File: src/rtl/mem_port_arbiter_if.sv
// ---------------------------------------------------------------------------
// mem_port_arbiter_if
// Bundles the bus signals around the data-memory port arbiter: the
// instruction-fetch requester (if_*), the load/store requester (ls_*) and
// the single memory port (mem_*).
//   slave  modport : arbiter view (requests and memory responses in,
//                    grants, responses and memory request fields out)
//   master modport : environment view (requesters plus memory model)
// Signal names keep their arbiter-relative _i/_o suffixes so that both
// sides agree on which way each wire points.
// ---------------------------------------------------------------------------
interface mem_port_arbiter_if;
  // Instruction-fetch requester
  logic        if_req_i;
  logic [31:0] if_addr_i;
  logic        if_gnt_o;
  logic        if_rvalid_o;
  logic [31:0] if_rdata_o;
  // Load/store requester
  logic        ls_req_i;
  logic        ls_we_i;
  logic [3:0]  ls_be_i;
  logic [31:0] ls_addr_i;
  logic [31:0] ls_wdata_i;
  logic        ls_gnt_o;
  logic        ls_rvalid_o;
  logic [31:0] ls_rdata_o;
  // Memory port
  logic        mem_req_o;
  logic        mem_we_o;
  logic [3:0]  mem_be_o;
  logic [31:0] mem_addr_o;
  logic [31:0] mem_wdata_o;
  logic        mem_gnt_i;
  logic        mem_rvalid_i;
  logic [31:0] mem_rdata_i;

  modport slave (
    input  if_req_i, if_addr_i,
    input  ls_req_i, ls_we_i, ls_be_i, ls_addr_i, ls_wdata_i,
    input  mem_gnt_i, mem_rvalid_i, mem_rdata_i,
    output if_gnt_o, if_rvalid_o, if_rdata_o,
    output ls_gnt_o, ls_rvalid_o, ls_rdata_o,
    output mem_req_o, mem_we_o, mem_be_o, mem_addr_o, mem_wdata_o
  );

  modport master (
    output if_req_i, if_addr_i,
    output ls_req_i, ls_we_i, ls_be_i, ls_addr_i, ls_wdata_i,
    output mem_gnt_i, mem_rvalid_i, mem_rdata_i,
    input  if_gnt_o, if_rvalid_o, if_rdata_o,
    input  ls_gnt_o, ls_rvalid_o, ls_rdata_o,
    input  mem_req_o, mem_we_o, mem_be_o, mem_addr_o, mem_wdata_o
  );
endinterface

File: src/rtl/mem_port_arbiter.sv
// ---------------------------------------------------------------------------
// mem_port_arbiter
// Shares the single-ported data memory between instruction fetch (IF) and
// load/store (LS). One transaction is outstanding at a time:
//   IDLE  -> pick a winner, register its request fields, remember the owner
//   ISSUE -> hold mem_req_o until mem_gnt_i, pass the grant to the owner
//   WAIT  -> wait for mem_rvalid_i, pass the response to the owner
// LS wins contested arbitration unless IF has lost STARVE_MAX contested
// rounds in a row.
// Ports:
//   clk_i  : clock, rising edge
//   rstn_i : asynchronous active-low reset
//   bus    : mem_port_arbiter_if.slave (IF, LS and memory signals)
// ---------------------------------------------------------------------------
module mem_port_arbiter #(
  parameter int unsigned STARVE_MAX = 4
) (
  input  logic                  clk_i,
  input  logic                  rstn_i,
  mem_port_arbiter_if.slave     bus
);

  typedef enum logic [1:0] {
    IDLE  = 2'd0,
    ISSUE = 2'd1,
    WAIT  = 2'd2
  } state_t;

  localparam logic       OWNER_IF     = 1'b0;
  localparam logic       OWNER_LS     = 1'b1;
  localparam logic [3:0] STARVE_LIMIT = 4'(STARVE_MAX);

  state_t      state_r;
  logic        owner_r;
  logic [3:0]  starve_cnt_r;
  logic        mem_req_r;
  logic        mem_we_r;
  logic [3:0]  mem_be_r;
  logic [31:0] mem_addr_r;
  logic [31:0] mem_wdata_r;

  logic        contested_s;
  logic        pick_ls_s;
  logic        issue_gnt_s;
  logic        wait_rvalid_s;

  // Arbitration decision, only consumed while in IDLE
  always_comb begin
    contested_s = bus.if_req_i & bus.ls_req_i;
    if (contested_s) begin
      pick_ls_s = (starve_cnt_r != STARVE_LIMIT);
    end else begin
      pick_ls_s = bus.ls_req_i;
    end
  end

  // Transaction FSM with registered memory request fields
  always_ff @(posedge clk_i or negedge rstn_i) begin
    if (!rstn_i) begin
      state_r      <= IDLE;
      owner_r      <= OWNER_IF;
      starve_cnt_r <= 4'd0;
      mem_req_r    <= 1'b0;
      mem_we_r     <= 1'b0;
      mem_be_r     <= 4'd0;
      mem_addr_r   <= 32'd0;
      mem_wdata_r  <= 32'd0;
    end else begin
      case (state_r)
        IDLE: begin
          if (bus.if_req_i || bus.ls_req_i) begin
            state_r   <= ISSUE;
            mem_req_r <= 1'b1;
            if (pick_ls_s) begin
              owner_r     <= OWNER_LS;
              mem_we_r    <= bus.ls_we_i;
              mem_be_r    <= bus.ls_be_i;
              mem_addr_r  <= bus.ls_addr_i;
              mem_wdata_r <= bus.ls_wdata_i;
              // Only a contested LS win counts against IF; STARVE_LIMIT
              // forces an IF win, so the counter never passes it.
              if (contested_s) begin
                starve_cnt_r <= starve_cnt_r + 4'd1;
              end else begin
                starve_cnt_r <= starve_cnt_r;
              end
            end else begin
              owner_r      <= OWNER_IF;
              mem_we_r     <= 1'b0;
              mem_be_r     <= 4'b1111;
              mem_addr_r   <= bus.if_addr_i;
              mem_wdata_r  <= 32'd0;
              starve_cnt_r <= 4'd0;
            end
          end else begin
            state_r <= IDLE;
          end
        end
        ISSUE: begin
          if (bus.mem_gnt_i) begin
            state_r   <= WAIT;
            mem_req_r <= 1'b0;
          end else begin
            state_r <= ISSUE;
          end
        end
        WAIT: begin
          if (bus.mem_rvalid_i) begin
            state_r <= IDLE;
          end else begin
            state_r <= WAIT;
          end
        end
        default: begin
          state_r   <= IDLE;
          mem_req_r <= 1'b0;
        end
      endcase
    end
  end

  // Route grant and response pulses to the owner only
  always_comb begin
    issue_gnt_s   = (state_r == ISSUE) && bus.mem_gnt_i;
    wait_rvalid_s = (state_r == WAIT)  && bus.mem_rvalid_i;
    if (owner_r == OWNER_LS) begin
      bus.ls_gnt_o    = issue_gnt_s;
      bus.ls_rvalid_o = wait_rvalid_s;
      bus.if_gnt_o    = 1'b0;
      bus.if_rvalid_o = 1'b0;
    end else begin
      bus.if_gnt_o    = issue_gnt_s;
      bus.if_rvalid_o = wait_rvalid_s;
      bus.ls_gnt_o    = 1'b0;
      bus.ls_rvalid_o = 1'b0;
    end
  end

  assign bus.if_rdata_o  = bus.mem_rdata_i;
  assign bus.ls_rdata_o  = bus.mem_rdata_i;
  assign bus.mem_req_o   = mem_req_r;
  assign bus.mem_we_o    = mem_we_r;
  assign bus.mem_be_o    = mem_be_r;
  assign bus.mem_addr_o  = mem_addr_r;
  assign bus.mem_wdata_o = mem_wdata_r;

endmodule

File: src/flat_wrapper.sv
// flat-port wrapper written by rule: the top's interface ports become plain ports
module mem_port_arbiter_flat 
#(
  parameter int unsigned STARVE_MAX = 4
)
  (clk_i, rstn_i, bus_if_req_i, bus_if_addr_i, bus_ls_req_i, bus_ls_we_i, bus_ls_be_i, bus_ls_addr_i, bus_ls_wdata_i, bus_mem_gnt_i, bus_mem_rvalid_i, bus_mem_rdata_i, bus_if_gnt_o, bus_if_rvalid_o, bus_if_rdata_o, bus_ls_gnt_o, bus_ls_rvalid_o, bus_ls_rdata_o, bus_mem_req_o, bus_mem_we_o, bus_mem_be_o, bus_mem_addr_o, bus_mem_wdata_o);
  mem_port_arbiter_if bus_i ();
  input  logic clk_i;
  input  logic rstn_i;
  input wire logic [$bits(bus_i.if_req_i)-1:0] bus_if_req_i;
  input wire logic [$bits(bus_i.if_addr_i)-1:0] bus_if_addr_i;
  input wire logic [$bits(bus_i.ls_req_i)-1:0] bus_ls_req_i;
  input wire logic [$bits(bus_i.ls_we_i)-1:0] bus_ls_we_i;
  input wire logic [$bits(bus_i.ls_be_i)-1:0] bus_ls_be_i;
  input wire logic [$bits(bus_i.ls_addr_i)-1:0] bus_ls_addr_i;
  input wire logic [$bits(bus_i.ls_wdata_i)-1:0] bus_ls_wdata_i;
  input wire logic [$bits(bus_i.mem_gnt_i)-1:0] bus_mem_gnt_i;
  input wire logic [$bits(bus_i.mem_rvalid_i)-1:0] bus_mem_rvalid_i;
  input wire logic [$bits(bus_i.mem_rdata_i)-1:0] bus_mem_rdata_i;
  output wire logic [$bits(bus_i.if_gnt_o)-1:0] bus_if_gnt_o;
  output wire logic [$bits(bus_i.if_rvalid_o)-1:0] bus_if_rvalid_o;
  output wire logic [$bits(bus_i.if_rdata_o)-1:0] bus_if_rdata_o;
  output wire logic [$bits(bus_i.ls_gnt_o)-1:0] bus_ls_gnt_o;
  output wire logic [$bits(bus_i.ls_rvalid_o)-1:0] bus_ls_rvalid_o;
  output wire logic [$bits(bus_i.ls_rdata_o)-1:0] bus_ls_rdata_o;
  output wire logic [$bits(bus_i.mem_req_o)-1:0] bus_mem_req_o;
  output wire logic [$bits(bus_i.mem_we_o)-1:0] bus_mem_we_o;
  output wire logic [$bits(bus_i.mem_be_o)-1:0] bus_mem_be_o;
  output wire logic [$bits(bus_i.mem_addr_o)-1:0] bus_mem_addr_o;
  output wire logic [$bits(bus_i.mem_wdata_o)-1:0] bus_mem_wdata_o;
  assign bus_i.if_req_i = bus_if_req_i;
  assign bus_i.if_addr_i = bus_if_addr_i;
  assign bus_i.ls_req_i = bus_ls_req_i;
  assign bus_i.ls_we_i = bus_ls_we_i;
  assign bus_i.ls_be_i = bus_ls_be_i;
  assign bus_i.ls_addr_i = bus_ls_addr_i;
  assign bus_i.ls_wdata_i = bus_ls_wdata_i;
  assign bus_i.mem_gnt_i = bus_mem_gnt_i;
  assign bus_i.mem_rvalid_i = bus_mem_rvalid_i;
  assign bus_i.mem_rdata_i = bus_mem_rdata_i;
  assign bus_if_gnt_o = bus_i.if_gnt_o;
  assign bus_if_rvalid_o = bus_i.if_rvalid_o;
  assign bus_if_rdata_o = bus_i.if_rdata_o;
  assign bus_ls_gnt_o = bus_i.ls_gnt_o;
  assign bus_ls_rvalid_o = bus_i.ls_rvalid_o;
  assign bus_ls_rdata_o = bus_i.ls_rdata_o;
  assign bus_mem_req_o = bus_i.mem_req_o;
  assign bus_mem_we_o = bus_i.mem_we_o;
  assign bus_mem_be_o = bus_i.mem_be_o;
  assign bus_mem_addr_o = bus_i.mem_addr_o;
  assign bus_mem_wdata_o = bus_i.mem_wdata_o;
  mem_port_arbiter #(.STARVE_MAX(STARVE_MAX)) u_core (.clk_i(clk_i), .rstn_i(rstn_i), .bus(bus_i));
endmodule
File: config.mk
export PLATFORM = sky130hd
export DESIGN_NAME = mem_port_arbiter_flat
export DESIGN_NICKNAME = d
export VERILOG_FILES = /design/src/rtl/mem_port_arbiter_if.sv /design/src/rtl/mem_port_arbiter.sv /design/src/flat_wrapper.sv
export SDC_FILE = /design/constraint.sdc
export NUM_CORES = 1
export LEC_CHECK = 0
export ABC_AREA = 0
export CORE_AREA = 2 2 107 109
export DETAILED_ROUTE_END_ITERATION = 8
export DIE_AREA = 0 0 109 111
export GPL_TIMING_DRIVEN = 0
export PLACE_DENSITY = 0.85
export SLEW_MARGIN = 10
export SYNTH_ARGS = -nofsm -noshare
export SYNTH_HDL_FRONTEND = slang
export SYNTH_SLANG_ARGS = --single-unit
File: constraint.sdc
create_clock -name clk_i -period 4.3 [get_ports clk_i]
set_input_delay 0.43 -clock clk_i [delete_from_list [all_inputs] [get_ports clk_i]]
set_output_delay 0.43 -clock clk_i [all_outputs]
set_load 0.01 [all_outputs]
==> impl_results.rst <==
.. list-table::
   :header-rows: 1

   * - Metric
     - Value
   * - Period utilisation layout
     - 50.8%
   * - Power density normalized to cell area
     - 615 nW/µm²
   * - Sinks on Clock Net
     - 77
   * - Average wire length per cell after detail routing
     - 17.4 µm
   * - Headroom to the max-slew limit
     - 66.7%
   * - Area post-placement
     - 6820 µm²
   * - Finish-stage setup viols
     - 0
   * - Startpoint of the most critical hold path
     - u_core.bus.mem_req_o$_DFFE_PN0P_
   * - Post-route DRC violation count
     - 0
   * - Fraction of power consumed by combinational cells
     - 50.7%
   * - Internal power
     - 2.90 mW
   * - Post-synthesis instance area
     - 4170 µm²
   * - Die X
     - 109 µm
   * - Antenna Nets Post-Route
     - 0
   * - Total number of vias
     - 3938
   * - Total Negative Setup Slacks
     - 0 ns
   * - Start-to-end type of the worst setup path
     - primary input to output pin
   * - Setup slack of the worst register-to-register path
     - 2.44 ns
   * - Post-synthesis cell count
     - 384
   * - First drt pass iteration count
     - 4
   * - IR drop worst, VDD
     - 0.282 mV
   * - Portion of the post-synthesis area used by sequential elements
     - 46.2%
   * - Critical path capture point
     - bus_ls_rvalid_o
   * - Register share of total power
     - 28.6%
   * - Number of flops mapped to enable cells by yosys
     - 0
   * - Detailed-placement wirelength estimate
     - 10900 µm
   * - Antenna violations before repair
     - 0
   * - Status
     - finished, final reports clean
   * - Clock buffers created by TritonCTS
     - 9
   * - Startpoint of the most critical register-to-register path
     - u_core.state_r[1]$_DFF_PN0_
   * - Clock-pin slew reported for the worst setup and hold paths after clock tree synthesis
     - 0.06 ns
   * - Largest area contributor in the synthesized netlist
     - sky130_fd_sc_hd__dfrtp_1
   * - Maxcap violations
     - 0
   * - TritonCTS clock tree
     - yes
   * - Fill cell instance count of the final layout
     - 822
   * - Total wire length
     - 13700 µm
   * - Most used standard cells in the synthesized netlist
     - sky130_fd_sc_hd__dfrtp_1, sky130_fd_sc_hd__buf_4, sky130_fd_sc_hd__inv_1
   * - Worst hold margin
     - 0.504 ns
   * - DR vias/cell
     - 4.99
   * - Area of combinational cells with multiple inputs
     - 1420 µm²
   * - Layout overhead on the synthesized area
     - 72.4%
   * - Standby leakage power
     - 3.09 nW
   * - Total number of nets in the final design
     - 782
   * - Largest net degree at the start of global routing
     - 55
   * - Area used by sequential logic in the layout
     - 1930 µm²
   * - Kind of end point of the critical path
     - output pin
   * - Post-synth cell types
     - 32
   * - Area of the core
     - 11100 µm²
   * - Die footprint
     - 12100 µm²
   * - Global-route wire length before repair
     - 20800 µm
   * - Via count of the first global-routing pass
     - 4149
   * - Pins over their slew limit
     - 0
   * - Fmax
     - 458 MHz
   * - Iter 0 DRT Violations
     - 168
   * - Ys Warns
     - 0
   * - Final non-filler cell area
     - 7190 µm²
   * - Part of the total power dissipated in the clock network
     - 20.7%
   * - Die extent in y
     - 111 µm
   * - Fraction of synthesized cell area taken by the top area cell type
     - 46.2%
   * - Reg-to-reg critical path endpoint
     - u_core.bus.mem_addr_o[22]$_DFFE_PN0P_
   * - Initial core utilization
     - 37.7%
   * - Count of input and output buffers
     - 244
   * - Number of placement rows
     - 39
   * - Gp weighted congestion
     - 0.825
   * - Number of inserted diodes
     - 0
   * - WP data required
     - 3.87 ns
   * - H-tree depth
     - 3
   * - Worst min path class
     - flip-flop to flip-flop
   * - RSZ-0062 raised after global routing
     - no
   * - Worst setup SP type
     - primary input
   * - Syn avg cell area
     - 10.9 µm²
   * - Share of cells above drive strength 1
     - 21.4%
   * - Slew at the pin with the worst max-slew slack
     - 0.499 ns
   * - Global-route usage over all layers
     - 22.3%
   * - Commonest register cell after synthesis
     - sky130_fd_sc_hd__dfrtp_1
   * - Final count of hold timing violations
     - 0
   * - Tmin final
     - 2.18 ns
   * - NetSw
     - 1.52 mW
   * - Grt total ovfl
     - 0
   * - Most repeated cell in the gate-level netlist after synthesis
     - sky130_fd_sc_hd__dfrtp_1
   * - Clock tree root driver cell
     - sky130_fd_sc_hd__clkbuf_16
   * - Top post-synthesis cells by area
     - sky130_fd_sc_hd__dfrtp_1, sky130_fd_sc_hd__buf_4, sky130_fd_sc_hd__o221ai_2
   * - Critical-path maximum fanout
     - 2
   * - Switching part of the total power
     - 34.5%
   * - CP Data Arrival Time
     - 1.75 ns
   * - Number of nets in the synthesized netlist
     - 525
   * - Number of flip-flops and latches in the synthesized netlist
     - 77
   * - Number of top-level pins
     - 277
   * - CTS max path bufs
     - 2
   * - Async set-reset flop share out of synthesis
     - 100%
   * - Startpoint of the most critical setup path
     - bus_mem_rvalid_i
   * - Clock insertion delay at the later pin of the skew report
     - 0.33 ns
   * - Worst Reg2Reg Path Length in Cells
     - 5
   * - Worst clock skew
     - 0.00841 ns
[logic make-up after synthesis]
family	share of synthesized area (%)
compound gates	20.0
mux	0.240
fa+ha+maj	0.600
buf+inv	19.9
simple gates	13.0
flops	46.2
[flip-flops by register name, summed over array words and instances (netlist names)]
signal / flops
u_core.bus.mem_addr_o: 32
u_core.bus.mem_wdata_o: 32
u_core.bus.mem_be_o: 4
u_core.starve_cnt_r: 4
u_core.state_r: 2
u_core.bus.mem_req_o: 1
u_core.bus.mem_we_o: 1
u_core.owner_r: 1
[per-layer routing]
metal  vias up  track usage, %  routed length, µm
li1       1858               -                  -
met5         -               0                  0
met4         0            9.74                376
met1      1827            22.9               4910
met3        29            7.41               1470
met2       224            40.2               6990
[per-stage QoR]
stage	power [mW]	utilization [%]	cells	setup slack [ns]
after floorplan	2.45	-	384	2.73
after global placement	3.45	61.3	771	0.215
after detailed placement	3.53	61.6	772	2.10
after CTS	4.46	64.9	789	2.12
after global routing	4.70	64.9	789	2.02
final	4.42	64.9	789	2.12
[power by group through the flow]
stage | clock [mW] | combinational, mW | sequential, mW
floorplan | 0 | 1.06 | 1.39
global placement | 0 | 2.19 | 1.26
detailed placement | 0 | 2.25 | 1.28
CTS | 0.937 | 2.26 | 1.27
global route | 0.981 | 2.42 | 1.30
finish | 0.917 | 2.24 | 1.26
[repair_timing]
| action | 4_1_cts | 5_1_grt |
|---|---|---|
| hold endpoints to repair | 2 | 0 |
| hold buffers | 1 | 0 |
| setup buffers | 0 | 0 |
| resized for setup | 0 | 0 |
[placed cells by master, fill, tap and decap left out, drive strengths merged]
master	count
and3	1
or2	1
a22o	34
o22a	4
clkbuf	19
or3b	1
and2	2
o221ai	32
nor3	2
o22ai	1
nor4b	1
inv	37
o21ai	7
mux2i	1
nor2	3
nand4	33
nor2b	1
nand2b	4
bufinv	4
dlygate4sd3	1
nand3	35
nand3b	1
nand4b	1
dfrtp	77
buf	90
ha	2
clkdlybuf4s50	243
clkinv	1
nand2	7
[area by class of cell]
class	count	area share, %
buffer	97	9.67
clock buffer	10	3.18
clock inverter	6	1.86
inverter	36	1.88
multi-input combinational	174	19.7
sequential	77	26.8
tap	143	2.49
timing repair buffer	246	34.4
[worst min-delay path by stage]
| stage | endpoint | slack [ns] | cells past startpoint |
|---|---|---|---|
| 6_report | u_core.bus.mem_req_o$_DFFE_PN0P_ | 0.50 | 2 |
| 5_1_grt | u_core.bus.mem_wdata_o[19]$_DFFE_PN0P_ | 0.52 | 1 |
| 4_1_cts | u_core.bus.mem_req_o$_DFFE_PN0P_ | 0.51 | 2 |
| 3_5_place_dp | u_core.bus.mem_addr_o[30]$_DFFE_PN0P_ | 0.36 | 1 |
| 3_3_place_gp | u_core.bus.mem_req_o$_DFFE_PN0P_ | 0.47 | 2 |
| 2_1_floorplan | u_core.bus.mem_addr_o[0]$_DFFE_PN0P_ | 0.13 | 0 |
[worst max-delay path, stage by stage]
cell and delay [ns]:
sky130_fd_sc_hd__clkdlybuf4s50_1 0.50, sky130_fd_sc_hd__inv_1 0.06, sky130_fd_sc_hd__nor3_1 0.19, sky130_fd_sc_hd__clkdlybuf4s50_1 0.57
No activity file was read; power rests on OpenSTA's default activity.
